<file path="config.mk">
export PLATFORM = sky130hd
export DESIGN_NAME = vga_fb_arbiter
export DESIGN_NICKNAME = d
export VERILOG_FILES = /design/src/rtl/vga_fb_arbiter.sv
export SDC_FILE = /design/constraint.sdc
export NUM_CORES = 1
export LEC_CHECK = 0
export BUFFER_PORTS_ARGS = -buffer_cell sky130_fd_sc_hd__buf_2
export CAP_MARGIN = 30
export CELL_PAD_IN_SITES_DETAIL_PLACEMENT = 1
export CELL_PAD_IN_SITES_GLOBAL_PLACEMENT = 2
export CORE_ASPECT_RATIO = 0.7
export CORE_MARGIN = 2
export CORE_UTILIZATION = 43
export DETAILED_ROUTE_END_ITERATION = 8
export PLACE_DENSITY_LB_ADDON = 0.12
export SYNTH_ARGS = -nofsm -noshare
export SYNTH_HDL_FRONTEND = slang
export SYNTH_SLANG_ARGS = --single-unit
</file>
<file path="constraint.sdc">
create_clock -name clk -period 8.6 [get_ports clk]
set_clock_uncertainty 0.05 [all_clocks]
set_input_delay 1.72 -clock clk [delete_from_list [all_inputs] [get_ports clk]]
set_output_delay 1.72 -clock clk [all_outputs]
set_load 0.005 [all_outputs]
</file>
<file path="src/rtl/vga_fb_arbiter.sv">
// Frame-buffer arbiter: one single-port RAM shared by the display prefetcher and a writer.
// Reads are prefetched into a small FIFO and popped one pixel per pix_tick while de is high.
module vga_fb_arbiter #(
    parameter int unsigned H_RES      = 640,
    parameter int unsigned V_RES      = 480,
    parameter int unsigned ADDR_W     = 19,
    parameter int unsigned DATA_W     = 12,
    parameter int unsigned FIFO_DEPTH = 8
) (
    input  logic              clk,
    input  logic              rst,
    input  logic              pix_tick,
    input  logic              de,
    input  logic              frame_start,
    input  logic              wr_valid,
    output logic              wr_ready,
    input  logic [ADDR_W-1:0] wr_addr,
    input  logic [DATA_W-1:0] wr_data,
    output logic              mem_en,
    output logic              mem_we,
    output logic [ADDR_W-1:0] mem_addr,
    output logic [DATA_W-1:0] mem_wdata,
    input  logic [DATA_W-1:0] mem_rdata,
    output logic [DATA_W-1:0] rgb,
    output logic              underrun
);

    localparam int unsigned PIX_TOTAL = H_RES * V_RES;
    localparam int unsigned PTR_W     = $clog2(FIFO_DEPTH);
    localparam int unsigned CNT_W     = PTR_W + 1;

    localparam logic [ADDR_W-1:0] ADDR_END = ADDR_W'(PIX_TOTAL);
    localparam logic [CNT_W-1:0]  CNT_FULL = CNT_W'(FIFO_DEPTH);

    localparam logic [1:0] ST_IDLE    = 2'd0;
    localparam logic [1:0] ST_PREFILL = 2'd1;
    localparam logic [1:0] ST_RUN     = 2'd2;
    localparam logic [1:0] ST_DONE    = 2'd3;

    logic [1:0]        state_q, state_d;
    logic [ADDR_W-1:0] fetch_addr_q, fetch_addr_d;
    logic              inflight_q;
    logic              drop_q;
    logic [DATA_W-1:0] fifo_mem_q [FIFO_DEPTH];
    logic [PTR_W-1:0]  rd_ptr_q, wr_ptr_q;
    logic [CNT_W-1:0]  fifo_cnt_q;
    logic [DATA_W-1:0] rgb_q;
    logic              underrun_q;

    logic [CNT_W-1:0]  occ_c;
    logic              fetch_c;
    logic              wr_fire_c;
    logic              push_c;
    logic              pop_c;
    logic              fifo_empty_c;

    // Arbitration: an eligible fetch always wins; the writer takes any other slot outside PREFILL.
    always_comb begin
        occ_c        = fifo_cnt_q + CNT_W'(inflight_q);
        fetch_c      = 1'b0;
        wr_fire_c    = 1'b0;
        fifo_empty_c = (fifo_cnt_q == '0);
        push_c       = inflight_q && !drop_q;
        pop_c        = pix_tick && de && !fifo_empty_c;
        if (!rst) begin
            if ((state_q == ST_PREFILL || state_q == ST_RUN) &&
                (occ_c < CNT_FULL) && (fetch_addr_q < ADDR_END)) begin
                fetch_c = 1'b1;
            end
            if (!fetch_c && state_q != ST_PREFILL) begin
                wr_fire_c = wr_valid;
            end
        end
    end

    assign wr_ready  = wr_fire_c;
    assign mem_en    = fetch_c || wr_fire_c;
    assign mem_we    = wr_fire_c;
    assign mem_addr  = fetch_c ? fetch_addr_q : (wr_fire_c ? wr_addr : '0);
    assign mem_wdata = wr_fire_c ? wr_data : '0;
    assign rgb       = rgb_q;
    assign underrun  = underrun_q;

    // Next-state logic; frame_start restarts the fetch stream from any state.
    always_comb begin
        state_d      = state_q;
        fetch_addr_d = fetch_addr_q;
        case (state_q)
            ST_IDLE:    state_d = ST_IDLE;
            ST_PREFILL: if (occ_c == CNT_FULL) state_d = ST_RUN;
            ST_RUN:     if (fetch_addr_q == ADDR_END) state_d = ST_DONE;
            ST_DONE:    state_d = ST_DONE;
            default:    state_d = ST_IDLE;
        endcase
        if (fetch_c) begin
            fetch_addr_d = fetch_addr_q + ADDR_W'(1);
        end
        if (frame_start) begin
            state_d      = ST_PREFILL;
            fetch_addr_d = '0;
        end
    end

    always_ff @(posedge clk or posedge rst) begin
        if (rst) begin
            state_q      <= ST_IDLE;
            fetch_addr_q <= '0;
        end else begin
            state_q      <= state_d;
            fetch_addr_q <= fetch_addr_d;
        end
    end

    // A read issued alongside frame_start belongs to the old frame and is tagged for discard.
    always_ff @(posedge clk or posedge rst) begin
        if (rst) begin
            inflight_q <= 1'b0;
            drop_q     <= 1'b0;
        end else begin
            inflight_q <= fetch_c;
            drop_q     <= fetch_c && frame_start;
        end
    end

    always_ff @(posedge clk or posedge rst) begin
        if (rst) begin
            rd_ptr_q   <= '0;
            wr_ptr_q   <= '0;
            fifo_cnt_q <= '0;
        end else if (frame_start) begin
            rd_ptr_q   <= '0;
            wr_ptr_q   <= '0;
            fifo_cnt_q <= '0;
        end else begin
            if (push_c) wr_ptr_q <= wr_ptr_q + PTR_W'(1);
            if (pop_c)  rd_ptr_q <= rd_ptr_q + PTR_W'(1);
            case ({push_c, pop_c})
                2'b10:   fifo_cnt_q <= fifo_cnt_q + CNT_W'(1);
                2'b01:   fifo_cnt_q <= fifo_cnt_q - CNT_W'(1);
                default: fifo_cnt_q <= fifo_cnt_q;
            endcase
        end
    end

    always_ff @(posedge clk) begin
        if (push_c) begin
            fifo_mem_q[wr_ptr_q] <= mem_rdata;
        end
    end

    // Pixel output: blank during !de, black plus sticky underrun when the FIFO runs dry.
    always_ff @(posedge clk or posedge rst) begin
        if (rst) begin
            rgb_q      <= '0;
            underrun_q <= 1'b0;
        end else begin
            if (pix_tick) begin
                rgb_q <= pop_c ? fifo_mem_q[rd_ptr_q] : '0;
            end
            if (frame_start) begin
                underrun_q <= 1'b0;
            end else if (pix_tick && de && fifo_empty_c) begin
                underrun_q <= 1'b1;
            end
        end
    end

    assert property (@(posedge clk) disable iff (rst) !(push_c && fifo_cnt_q == CNT_FULL));

endmodule

</file>
## Yosys cells after proc, flatten, opt, wreduce, memory -nomap -nowiden

Memories as Yosys holds them, arrays and structs flattened.
Cells that the tools add are included.

| storage, ports and cells | value |
|---|---|
| register bits | 46 |
| output and inout port bits | 47 |
| memories kept | 1 |
| RAM bits | 96 |

Memories:

| name | words | width | rd ports | clocked after Yosys merged registers in | wr ports | RTL line | RTL |
|---|---|---|---|---|---|---|---|
| fifo_mem_q | 8 | 12 | 1 | 0 | 1 | 44 | `logic [DATA_W-1:0] fifo_mem_q [FIFO_DEPTH];` |

| cells by class | value |
|---|---|
| multiplexer cells | 25 |
| eq/ne operators | 10 |
| reductions and logical operators | 21 |
| order comparisons | 2 |
| add/sub/neg operators | 6 |

Operators with widths:

| cell | count |
|---|---|
| $mux 19 | 4 |
| $mux 12 | 2 |
| $add 19x1->19 const B | 1 |
| $eq 19x19->1 const B | 1 |
| $lt 19x19->1 const B | 1 |
| $mux 3 | 4 |
| $mux 1 | 9 |
| $logic_and 1x1->1 | 8 |
| $pmux 2 s4 | 1 |
| $pmux 4 s2 | 1 |
| $reduce_bool 2->1 | 4 |
| $add 3x1->3 const B | 2 |
| $eq 2x2->1 const B | 3 |
| $mux 2 | 3 |
| $ne 3x2->1 const B | 2 |
| $add 4x1->4 | 1 |
| $add 4x1->4 const B | 1 |
| $eq 2x1->1 const B | 2 |
| $eq 4x4->1 const B | 1 |
| $logic_not 4->1 | 1 |
| $lt 4x4->1 const B | 1 |
| $mux 4 | 1 |
| $sub 4x1->4 const B | 1 |
| $logic_not 1->1 | 3 |
| other kinds (5) | 6 |

## Longest topological paths before layout

| depth | value |
|---|---|
| depth in word-level cells | 12 |
| gate-level depth with buffers | 9 |
| mapped depth without buffers | 8 |

## Least setup slack after synthesis

No wires, ideal clock.

| timing path | value |
|---|---|
| path type | input port to output port |
| from | in rst |
| to | out mem_addr[10] |
| buffers on the path | 1 |
| data arrival time | 3.645 ns |
| required time | 6.830 ns |
| slack | 3.185 ns |
| stages | 6 |
| cell sequence | inv_1 nand2_1 a211o_2 clkinv_1 buf_2 a22o_1 |

| on the way | value |
|---|---|
| longest elaborated chain between the ends | 3 |
| elaborated cells on any way between the ends | 4 |

Ends and longest elaborated chain:

| element | RTL line | RTL |
|---|---|---|
| from (decl) | 11 | `input logic rst,` |
| $mux 1 | 65 | `if (!rst) begin` |
| $mux 19 | 79 | `assign mem_addr = fetch_c ? fetch_addr_q : (wr_fire_c ? wr_addr : '0);` |
| $mux 19 (*) | 79 |  |
| to (decl) | 21 | `output logic [ADDR_W-1:0] mem_addr,` |

Mark *: on every way between the ends. The rest lies on a longest branch, timed or not.

## Worst setup path after layout

| timing path | value |
|---|---|
| from | in rst |
| to | out mem_en |

| on the way | value |
|---|---|
| longest elaborated chain between the ends | 2 |
| elaborated cells on any way between the ends | 3 |

Ends and longest elaborated chain:

| element | RTL line | RTL |
|---|---|---|
| $mux 1 | 65 |  |
| $logic_or 1x1->1 (*) | 77 | `assign mem_en = fetch_c \|\| wr_fire_c;` |
| to (decl) | 19 | `output logic mem_en,` |

Marks and branches as above.

==> results.py <==
metrics = {
    "timing": {
        "tns_ns": 0,
        "worstMarginPinSlew_ns": 0.889,
        "max_freq_mhz": 169,
        "setup_viol": 0,
        "finalCritPeriodShare_pct": 68.8,
        "worst_slack_ns": 2.69,
        "slew_headroom_pct": 40.7,
        "hold_violations": 0,
        "fin_hold_ws_ns": 0.448,
        "fin_crit_ns": 5.91,
        "drv_slew": 0,
        "rsz0062_at_grt": "false",
    },
    "logic_synthesis": {
        "ys.flop_type": "edfxtp_1",
        "synth-simple-area-share_pct": 10.1,
        "synth_compound_area_share_pct": 8.55,
        "synth_top_area_share_pct": 45.2,
        "async_flop_share_pct": 32.4,
        "synth_warnings": 0,
        "yosys.area_share.adder_pct": 2.35,
        "synth_top_family_by_area": "multiplexers",
        "synth_cell_types": 53,
        "ys_seq_elements": 142,
        "synthTopCellsByCount": "edfxtp_1, dfrtp_1, mux4_2",
        "synth-xor-area-share_pct": 1.49,
        "synth_area_um2": 6380,
        "synthCells": 447,
        "ys_top_cells_by_area": "edfxtp_1, dfrtp_1, mux4_2",
        "synth_top_area_cell": "edfxtp_1",
        "synth_edf_count": 96,
        "ys_seq_area_share_pct": 63.2,
        "synth.net_count": 508,
        "synth.mux.area_fraction_pct": 11.0,
        "synth_area_per_cell_um2": 14.3,
        "synth.most_common_cell": "edfxtp_1",
    },
    "power": {
        "power_frac_comb_pct": 21.8,
        "p_per_area_nw_per_um2": 267,
        "power_frac_clock_pct": 36.3,
        "p_int_mw": 1.46,
        "peakVddDrop_mv": 0.148,
        "p_sw_share_pct": 28.8,
        "leakagePower_nw": 2.98,
        "power.switching_mw": 0.591,
        "p_seq_share_pct": 41.9,
    },
    "setup_path": {
        "r2r-start": "fifo_cnt_q[0]$_DFFE_PP0P_",
        "critPathCaptureType": "output pin",
        "reg2reg_slack_ns": 5.47,
        "crit_required_ns": 6.83,
        "crit_type": "input port to output pin",
        "worstReg2RegEnd": "fetch_addr_q[0]$_DFFE_PP0P_",
        "worstPathArrival_ns": 4.14,
        "startpoint_type": "input port",
        "worstPathMaxFanout": 47,
        "r2r_cells": 7,
    },
    "global_routing": {
        "antenna_found_initial": 0,
        "grt_pass1_vias": 4403,
        "grt_pass1_wl_mm": 24.1,
        "grt_usage_pct": 20.5,
        "grt_max_degree": 48,
        "overflow": 0,
    },
    "final_layout": {
        "diodes": 0,
        "final_cell_area_um2": 7670,
        "area_growth_pct": 20.2,
        "fin_nets": 608,
        "finalNonFillerCells": 755,
        "drive_gt1_share_pct": 31.6,
    },
    "detailed_routing": {
        "wl_per_cell_um": 20.1,
        "first_iter_violations": 281,
        "num_vias": 4145,
        "vias_per_cell": 5.49,
        "drt-pass1-iter-count": 4,
        "ant_nets": 0,
        "drc": 0,
        "routed_wirelength_mm": 15.2,
    },
    "placement": {
        "pre_cts_slack_ns": 2.64,
        "placed_area_um2": 7070,
        "portBuffers": 95,
        "dp.cells": 723,
        "dp_hpwl_mm": 9.68,
        "place_congestion": 0.716,
    },
    "die": {
        "start_util_pct": 43.8,
        "die_y_um": 106,
        "io_pins": 96,
        "die_w_um": 150,
        "die_area_um2": 15800,
        "num_rows": 37,
        "coreArea_um2": 14600,
    },
    "clock_network": {
        "insertion_delay_ns": 0.42,
        "hold_buffers": 0,
        "cts_max_level": 4,
        "cts.sinks": 142,
        "cts_root_buf": "clkbuf_16",
        "cts_tree": "built",
        "path_clk_slew_ns": 0.06,
        "cts_inserted_buffers": 17,
        "clock_path_buffers": 2,
        "cts_setup_buffers": 0,
        "ctsResizeCount": 0,
    },
    "run": {
        "drv_cap": 0,
    },
    "hold_path": {
        "hold_class": "flop to flop",
        "worstHoldStart": "underrun$_DFFE_PP0P_",
        "min_path_cells": 2,
        "worstHoldEndpoint": "underrun$_DFFE_PP0P_",
    },
    "status": {
        "status": "finished, final reports clean",
    },
}
[cell families after synthesis]
logic type / Yosys count
flip-flops: 142
AND/OR/NAND/NOR: 114
adder cells (fa/ha/maj): 12
XOR/XNOR: 10
AO/OA/AOI/OAI: 80
buffers and inverters: 49
multiplexers: 40
[state kept, by name, indices dropped and copies added (netlist names)]
register      flops
rgb              12
drop_q            1
fifo_mem_q       96
state_q           2
rd_ptr_q          3
fetch_addr_q     19
inflight_q        1
fifo_cnt_q        4
wr_ptr_q          3
underrun          1
[worst max-delay path, cell delays in order]
cell	delay (ns)
buf_2	0.13
inv_2	0.03
buf_4	0.32
nand2_1	0.16
a211o_2	0.38
clkinv_1	0.72
or2_2	0.54
buf_2	0.13
[routing by layer]
layer	GRT usage (%)	part of all wire [%]	vias to the layer above
met5	0	0	-
met4	4.22	0.71	0
met3	4.85	3.9	12
met2	32.3	48	94
met1	29.2	48	2135
li1	-	-	1904
[placed cells by master (no fill, tap or decap), drive strengths merged, types with 12 or more instances in the layout]
| master | instances |
|---|---|
| ha | 12 |
| nand2 | 22 |
| edfxtp | 96 |
| mux4 | 24 |
| buf | 107 |
| a22o | 19 |
| inv | 23 |
| a21oi | 18 |
| clkbuf | 18 |
| o21ai | 13 |
| and2 | 16 |
| mux2i | 15 |
| nor2 | 23 |
| o22ai | 12 |
| dfrtp | 46 |
[power groups by stage]
stage | sequential [mW] | combinational [mW] | clock (mW)
floorplan | 0.857 | 0.320 | 0
global placement | 0.866 | 0.432 | 0
detailed placement | 0.873 | 0.449 | 0
CTS | 0.861 | 0.457 | 0.756
global route | 0.868 | 0.499 | 0.785
finish | 0.860 | 0.447 | 0.743
[through the flow]
stage	util (%)	power, mW
after detailed placement	48.5	1.32
after global routing	52.6	2.15
after floorplan	-	1.18
after global placement	48.5	1.30
final	52.6	2.05
after CTS	52.6	2.07
[worst max path at each step]
stage               startpoint      endpoint
floorplan                  rst  mem_addr[10]
global placement           rst        mem_en
detailed placement         rst        mem_en
CTS                        rst        mem_en
global route               rst        mem_en
finish                     rst        mem_en
[area by class of cell]
cell class | instances | area (um2)
clock buffer | 18 | 429
clock inverter | 14 | 169
fill | 1464 | 6910
inverter | 23 | 86.3
multi-input combinational | 256 | 2140
sequential | 142 | 4030
tap | 195 | 244
timing repair buffer | 107 | 566
Note: power is estimated with default switching activity, not from simulation.
